File: src/rtl/video_timing_gen.sv
// Raster timing generator: pixel-clock enable, H/V/frame counters, blank/sync
// decode and vblank / scanline-compare interrupts with level acks.
// Every output is a flop; decodes are taken from the next-count values so they
// line up with the counters they describe on every clk.
module video_timing_gen #(
  parameter int CLK_DIV      = 14,
  parameter int H_TOTAL      = 456,
  parameter int H_ACTIVE     = 336,
  parameter int H_SYNC_START = 368,
  parameter int H_SYNC_LEN   = 32,
  parameter int V_TOTAL      = 262,
  parameter int V_ACTIVE     = 240,
  parameter int V_SYNC_START = 248,
  parameter int V_SYNC_LEN   = 3,
  parameter int SYNC_POL     = 1,
  parameter int HW           = 9,
  parameter int VW           = 9,
  parameter int FW           = 8
) (
  input  logic          clk,
  input  logic          reset,
  input  logic          VBKACK_b,
  input  logic [VW-1:0] LINE_CMP,
  input  logic          LINE_EN,
  input  logic          LINEACK_b,
  output logic          MCKR_EN,
  output logic [HW-1:0] CLKH,
  output logic [VW-1:0] CLKV,
  output logic          HBLANK_b,
  output logic          VBLANK_b,
  output logic          HSYNC,
  output logic          VSYNC,
  output logic          NXL_b,
  output logic          VBKINT_b,
  output logic          LINEINT_b,
  output logic [FW-1:0] FRAME
);

  localparam int DW = (CLK_DIV > 2) ? $clog2(CLK_DIV) : 1;
  localparam logic [DW-1:0] DIV_LAST = DW'(CLK_DIV - 1);
  localparam logic [HW-1:0] H_LAST   = HW'(H_TOTAL - 1);
  localparam logic [VW-1:0] V_LAST   = VW'(V_TOTAL - 1);
  localparam logic [VW-1:0] V_ACT    = VW'(V_ACTIVE);
  // Sync level while inside the window; outside it is the inverse.
  localparam logic SP = (SYNC_POL != 0);

  // Geometry sanity: bad parameter sets stop elaboration.
  if (CLK_DIV < 2) begin : g_chk_div
    $error("video_timing_gen: CLK_DIV must be >= 2");
  end
  if (H_ACTIVE >= H_TOTAL || V_ACTIVE >= V_TOTAL) begin : g_chk_act
    $error("video_timing_gen: active region must be smaller than total");
  end
  if (H_SYNC_START + H_SYNC_LEN > H_TOTAL || V_SYNC_START + V_SYNC_LEN > V_TOTAL) begin : g_chk_sync
    $error("video_timing_gen: sync window runs past the raster wrap");
  end
  if (H_TOTAL > (1 << HW) || V_TOTAL > (1 << VW)) begin : g_chk_w
    $error("video_timing_gen: counter widths too small for geometry");
  end

  logic [DW-1:0] div_q;
  logic          tick;
  logic [HW-1:0] h_nx;
  logic [VW-1:0] v_nx;
  logic [FW-1:0] f_nx;
  logic          hs_win, vs_win, line0, vset, lset;

  // Next raster position: advance only on the divider's last clk.
  always_comb begin
    tick = (div_q == DIV_LAST);
    h_nx = CLKH;
    v_nx = CLKV;
    f_nx = FRAME;
    if (tick) begin
      if (CLKH == H_LAST) begin
        h_nx = '0;
        if (CLKV == V_LAST) begin
          v_nx = '0;
          f_nx = FRAME + 1'b1;
        end else begin
          v_nx = CLKV + 1'b1;
        end
      end else begin
        h_nx = CLKH + 1'b1;
      end
    end
  end

  // Decode windows and interrupt set events from the next position.
  always_comb begin
    hs_win = (int'(h_nx) >= H_SYNC_START) && (int'(h_nx) < H_SYNC_START + H_SYNC_LEN);
    vs_win = (int'(v_nx) >= V_SYNC_START) && (int'(v_nx) < V_SYNC_START + V_SYNC_LEN);
    line0  = tick && (h_nx == '0);
    vset   = line0 && (v_nx == V_ACT);
    // v_nx never reaches V_TOTAL, so out-of-range compare values never match.
    lset   = line0 && LINE_EN && (v_nx == LINE_CMP);
  end

  // All state and registered outputs; interrupt set beats a same-clk ack.
  always_ff @(posedge clk or posedge reset) begin
    if (reset) begin
      div_q     <= '0;
      MCKR_EN   <= 1'b0;
      CLKH      <= '0;
      CLKV      <= '0;
      FRAME     <= '0;
      HBLANK_b  <= 1'b1;
      VBLANK_b  <= 1'b1;
      HSYNC     <= ~SP;
      VSYNC     <= ~SP;
      NXL_b     <= 1'b1;
      VBKINT_b  <= 1'b1;
      LINEINT_b <= 1'b1;
    end else begin
      div_q     <= tick ? '0 : div_q + 1'b1;
      MCKR_EN   <= tick;
      CLKH      <= h_nx;
      CLKV      <= v_nx;
      FRAME     <= f_nx;
      HBLANK_b  <= (int'(h_nx) < H_ACTIVE);
      VBLANK_b  <= (int'(v_nx) < V_ACTIVE);
      HSYNC     <= hs_win ~^ SP;
      VSYNC     <= vs_win ~^ SP;
      NXL_b     <= (h_nx != H_LAST);
      VBKINT_b  <= ~(vset | (~VBKINT_b & VBKACK_b));
      LINEINT_b <= ~(lset | (~LINEINT_b & LINEACK_b));
    end
  end

endmodule

File: config.mk
export PLATFORM = sky130hd
export DESIGN_NAME = video_timing_gen
export DESIGN_NICKNAME = d
export VERILOG_FILES = /design/src/rtl/video_timing_gen.sv
export SDC_FILE = /design/constraint.sdc
export NUM_CORES = 1
export LEC_CHECK = 0
export ABC_AREA = 1
export ABC_CLOCK_PERIOD_IN_PS = 3300
export CAP_MARGIN = 20
export CORE_UTILIZATION = 60
export DETAILED_ROUTE_END_ITERATION = 7
export DONT_BUFFER_PORTS = 1
export PLACE_DENSITY = 0.72
export SLEW_MARGIN = 20
export SYNTH_ARGS = -nofsm -noshare
export SYNTH_HDL_FRONTEND = slang
export SYNTH_SLANG_ARGS = --single-unit
File: constraint.sdc
create_clock -name clk -period 3.3 [get_ports clk]
set_input_delay 0.825 -clock clk [delete_from_list [all_inputs] [get_ports clk]]
set_output_delay 0.825 -clock clk [all_outputs]
set_load 0.02 [all_outputs]
After elaboration in Yosys (flattened, before gate mapping)
Cells that the tools add are included.
{"block": "op_classes", "addsub": 4, "order_cmp": 6, "eq_ne": 6, "n_mux": 6, "n_bitwise": 8, "reduce_logical": 8}
{"cell": "9-bit 2-to-1 mux", "n": 5}
{"cell": "9-bit by 1-bit adder with 9-bit output, second input constant", "n": 2}
{"cell": "9-bit == test, second input constant", "n": 2}
{"cell": "9-bit by 8-bit less-than comparator with 1-bit output, second input constant", "n": 2}
{"cell": "9-bit less-than comparator, second input constant", "n": 2}
{"cell": "9-bit by 8-bit == test with 1-bit output, second input constant", "n": 1}
{"cell": "9-bit == test", "n": 1}
{"cell": "9-bit by 8-bit >= comparator with 1-bit output, second input constant", "n": 1}
{"cell": "9-bit >= comparator, second input constant", "n": 1}
{"cell": "9-bit logical NOT", "n": 1}
{"cell": "9-bit inequality test, second input constant", "n": 1}
{"cell": "8-bit by 1-bit adder with 8-bit output, second input constant", "n": 1}
{"cell": "1-bit logical AND", "n": 6}
{"cell": "4-bit by 1-bit adder with 4-bit output, second input constant", "n": 1}
{"cell": "4-bit == test, second input constant", "n": 1}
{"cell": "4-bit 2-to-1 mux", "n": 1}
{"cell": "1-bit inverter", "n": 4}
{"cell": "3-bit AND reduction", "n": 1}
{"cell": "1-bit AND", "n": 2}
{"cell": "1-bit bitwise OR", "n": 2}
{"block": "totals", "regBits": 38, "input_bits": 14}

Longest topological paths before layout
{"block": "logic_depth", "ltp_word": 9, "ltp_mapped": 15, "depth_no_buf": 15}

Least setup slack after synthesis
Ideal clock, no wire load.
{"block": "synth_path", "kind": "register -> register", "from": "register CLKH[0]", "to": "register LINEINT_b", "t_arrival_ps": 1820, "required_time_ps": 3224, "path_slack_ps": 1405, "stages_incl_launch_ff": 15, "path_buffers": 0, "path_cell_list": "dfrtp_1 ha_1 nand2_1 nor2_1 inv_1 nor2_2 nand2_2 o21ai_2 nand2_1 nand2_1 nand3_1 nor2_1 nand2_1 nor2_1 nor2_1"}
{"block": "synth_via", "elab_chain_cells": 9, "word_cells_on_any_way": 13}
{"item": "from (decl)", "line_no": "27", "text": "output logic [HW-1:0] CLKH,"}
{"item": "from (signal assigned)", "line_no": "117", "text": "CLKH <= h_nx;"}
{"item": "9-bit by 1-bit adder with 9-bit output or 9-bit == test (tied branches)", "line_no": "84, 75"}
{"item": "9-bit 2-to-1 mux", "line_no": "75", "text": "if (CLKH == H_LAST) begin"}
{"item": "9-bit 2-to-1 mux", "line_no": "74", "text": "if (tick) begin"}
{"item": "9-bit logical NOT", "line_no": "93", "text": "line0 = tick && (h_nx == '0);"}
{"item": "1-bit logical AND", "line_no": "93"}
{"item": "1-bit logical AND", "line_no": "96", "text": "lset = line0 && LINE_EN && (v_nx == LINE_CMP);"}
{"item": "1-bit logical AND *", "line_no": "96"}
{"item": "1-bit bitwise OR *", "line_no": "126", "text": "LINEINT_b <= ~(lset | (~LINEINT_b & LINEACK_b));"}
{"item": "1-bit inverter *", "line_no": "126"}
{"item": "to (signal assigned)", "line_no": "126"}
{"item": "to (decl)", "line_no": "35", "text": "output logic LINEINT_b,"}
Mark *: on every way between the ends. The rest lies on a longest branch, timed or not.
A chain may end at the register's enable or synchronous reset.

Worst setup path in the final report
Same ends and word-level chain as after synthesis.

==> flow_metrics.py <==
metrics = {
    "route": {
        "ant_nets": 0,
        "viasPerCell": 5.37,
        "drt-total-wl_um": 5290,
        "drtIter0Drc": 149,
        "first_pass_iters": 4,
        "post_drt_wl_per_cell_um": 13.9,
        "drc": 0,
        "vias": 2041,
    },
    "global_route": {
        "grt_max_degree": 39,
        "antenna_found_initial": 0,
        "grt_pass1_vias": 1850,
        "grt_use_total": 0.276,
        "grt_pass1_wl_um": 8600,
        "grt.overflow.total": 0,
    },
    "critical_path": {
        "worst-path-max-fanout": 6,
        "worstSetupStartpoint": "CLKH[0]",
        "required_ns": 3.53,
        "cpPeakStageDelay_ns": 0.53,
        "critPathBufInv": 1,
        "start_kind": "flop",
        "cp_data_arrival_time_ns": 2.44,
        "r2r_setup_slack_ns": 1.08,
        "path_delay_family": "simple AND/OR/NAND/NOR gates",
        "cp_cell_sequence": "ha_1 > nand2_1 > nor2_1 > inv_1 > nor2_2 > nand2_2 > o21ai_2 > nand2_1 > nand2_1 > nand3_1 > nor2_1 > nand2_1 > nor2_1 > nor2_1",
        "rr_startpoint": "CLKH[0]",
        "crit_type": "flop to flop",
        "cpMaxStageDelayCell": "dfrtp_1",
        "endpoint_kind": "flop",
    },
    "worst_hold_path": {
        "worstHoldStart": "div_q[0]",
        "hold_path_class": "flop to flop",
    },
    "synth": {
        "synth_top_family_by_area": "simple AND/OR/NAND/NOR gates",
        "synth-seq-cells": 38,
        "yosys-top-cells-area": "dfrtp_1, nand2_1, inv_1",
        "yosysSeqAreaShare": 0.404,
        "synth_flop_cell": "dfrtp_1",
        "synth-edff-count": 0,
        "syn_inst": 324,
        "ys_async_sr_fraction": 1.00,
        "synth-xor-area-share": 0.0296,
        "yosys.area_share.adder": 0.0211,
        "synth.distinct_cells": 33,
        "synth_area_mm2": 0.00237,
        "yosys.area_share.simple": 0.403,
        "synth_nets": 342,
        "syn_avg_cell_area_um2": 7.31,
        "muxShareOfSynthArea": 0.00898,
        "yosysTopAreaCell": "dfrtp_1",
        "synth_compound_area_frac": 0.0328,
        "yosysMostFrequentCell": "nand2_1",
        "synth.top_cell.area_share": 0.349,
        "synth.top_cells.by_count": "nand2_1, inv_1, nor2_1",
        "yosys_warnings": 0,
    },
    "sta": {
        "rsz0062_at_grt": "false",
        "period_minus_slack_ns": 2.22,
        "tightest_slew_ns": 0.536,
        "whs_ns": 0.521,
        "hold_violations": 0,
        "finClkSkew_ns": 0.00500,
        "fmax_ghz": 0.451,
        "slew_headroom": 0.639,
        "setup_viol": 0,
        "setup-tns-final_ns": 0,
        "drv_slew": 0,
        "period_share": 0.672,
    },
    "status": {
        "status": "complete, no violations",
    },
    "clock_tree": {
        "ctsResizeCount": 0,
        "clkSlewWorstSetupHoldPaths_ns": 0.08,
        "cts-hold-fix-buffers": 0,
        "cts_root_buf": "clkbuf_8",
        "htree_levels": 2,
        "clock-sinks": 38,
        "post_cts_buffers": 0,
        "cts_tree": "built",
        "clk_latency_ns": 0.29,
        "cts_buffer_depth": 2,
        "numCtsBuffers": 5,
    },
    "floorplan": {
        "core_area_mm2": 0.00372,
        "io_pins": 48,
        "rows": 22,
        "die_w_um": 64.8,
        "die_area_mm2": 0.00420,
        "die_height_um": 64.8,
        "start_util": 0.637,
    },
    "cells_and_area": {
        "finalNetCount": 349,
        "areaGrowthSynthToFinish_pct": 8.40,
        "fin_cells": 380,
        "drive_above_1_share": 0.133,
        "antennaDiodeCount": 0,
        "fill_cells": 306,
    },
    "power_and_ir_drop": {
        "vdd_drop_max_v": 0.000178,
        "p_int_uw": 793,
        "share_seq_of_total_power": 0.477,
        "p_sw_uw": 182,
        "combPwrFrac": 0.019,
        "sw_frac_of_total": 0.187,
        "p_leak_uw": 0.00144,
        "clkPwrFrac": 0.503,
        "powerDensity_mw_per_mm2": 380,
    },
    "placement": {
        "gp_congestion": 0.920,
        "dp_hpwl_um": 4110,
        "io_buffers": 0,
        "placedCellCount": 372,
    },
    "flow_run": {
        "drv_cap": 0,
    },
}
-- cells by family (layout without fill, tap and decap cells) --
group	after synthesis	in the layout
and+or+nand+nor	197	197
AOI/OAI and AO/OA	14	14
xor gates and xnor gates	8	8
DFF	38	38
muxes	2	2
buffers and inverters	61	69
adders and majority gates	4	4
-- path summary, 6_finish.rpt --
kind	end	cells past startpoint
worst max-delay path	LINEINT_b	14
worst min-delay path	div_q[0]	1
worst max register to register	LINEINT_b	14
worst min register to register	div_q[0]	1
max in group asynchronous	HBLANK_b	2
min in group asynchronous	MCKR_EN	2
-- layout make-up --
type                       count  area (um2)  area share
clock inverter                 2        60.1      0.0234
inverter                      60         228      0.0887
sequential                    38         957       0.373
clock buffer                   6        82.6      0.0322
timing repair buffer           1        7.51     0.00292
multi-input combinational    225        1170       0.457
tap                           48        60.1      0.0234
-- through the flow --
step           total power (uW)  cell area [um2]  setup WS (ns)   util
3_3_place_gp                494             2420           1.12  0.653
4_1_cts                     980             2570           1.09  0.691
5_1_grt                    1000             2570          0.840  0.691
2_1_floorplan               489             2370           1.40      -
6_report                    976             2570           1.08  0.691
3_5_place_dp                494             2420           1.11  0.653
-- worst reg2reg max path: stages, from the launching register on --
cell and delay [ns]:
dfrtp_1 0.53, ha_1 0.28, nand2_1 0.07, nor2_1 0.13
inv_1 0.07, nor2_2 0.16, nand2_2 0.13, o21ai_2 0.17
nand2_1 0.13, nand2_1 0.08, nand3_1 0.06, nor2_1 0.13
nand2_1 0.06, nor2_1 0.12, nor2_1 0.05
-- sequential cells by signal, summed over array words and instances (netlist names) --
signal and cells:
div_q 4, MCKR_EN 1, CLKV 9, VSYNC 1, VBLANK_b 1, NXL_b 1
HSYNC 1, LINEINT_b 1, FRAME 8, VBKINT_b 1, CLKH 9, HBLANK_b 1
-- metal layers --
layer | track usage | vias to the layer above | wire length (um)
li1 | - | 1026 | -
met1 | 0.361 | 931 | 2340
met2 | 0.441 | 75 | 2460
met3 | 0.0704 | 9 | 395
met4 | 0.0917 | 0 | 92
met5 | 0 | - | 0
-- power by group through the flow --
stage / Combinational [uW] / Clock (uW) / Sequential, uW
detailed placement: 19.7 / 0 / 475
global placement: 19.3 / 0 / 475
CTS: 19.6 / 495 / 466
floorplan: 14.6 / 0 / 475
finish: 18.9 / 491 / 466
global route: 22.0 / 513 / 465
-- cell usage in the layout, fill, tap and decap left out, drive strengths merged, types with 3 or more instances in the layout --
master / netlist / final
nand2: 88 / 88
inv: 59 / 59
nor2: 50 / 50
nand3: 40 / 40
dfrtp: 33 / 33
nand4: 10 / 10
xor2: 8 / 8
o21ai: 7 / 7
clkbuf: 0 / 6
dfstp: 5 / 5
a21oi: 5 / 5
ha: 4 / 4
nand3b: 3 / 3
nor3: 3 / 3
Note: power is estimated with default switching activity, not from simulation.
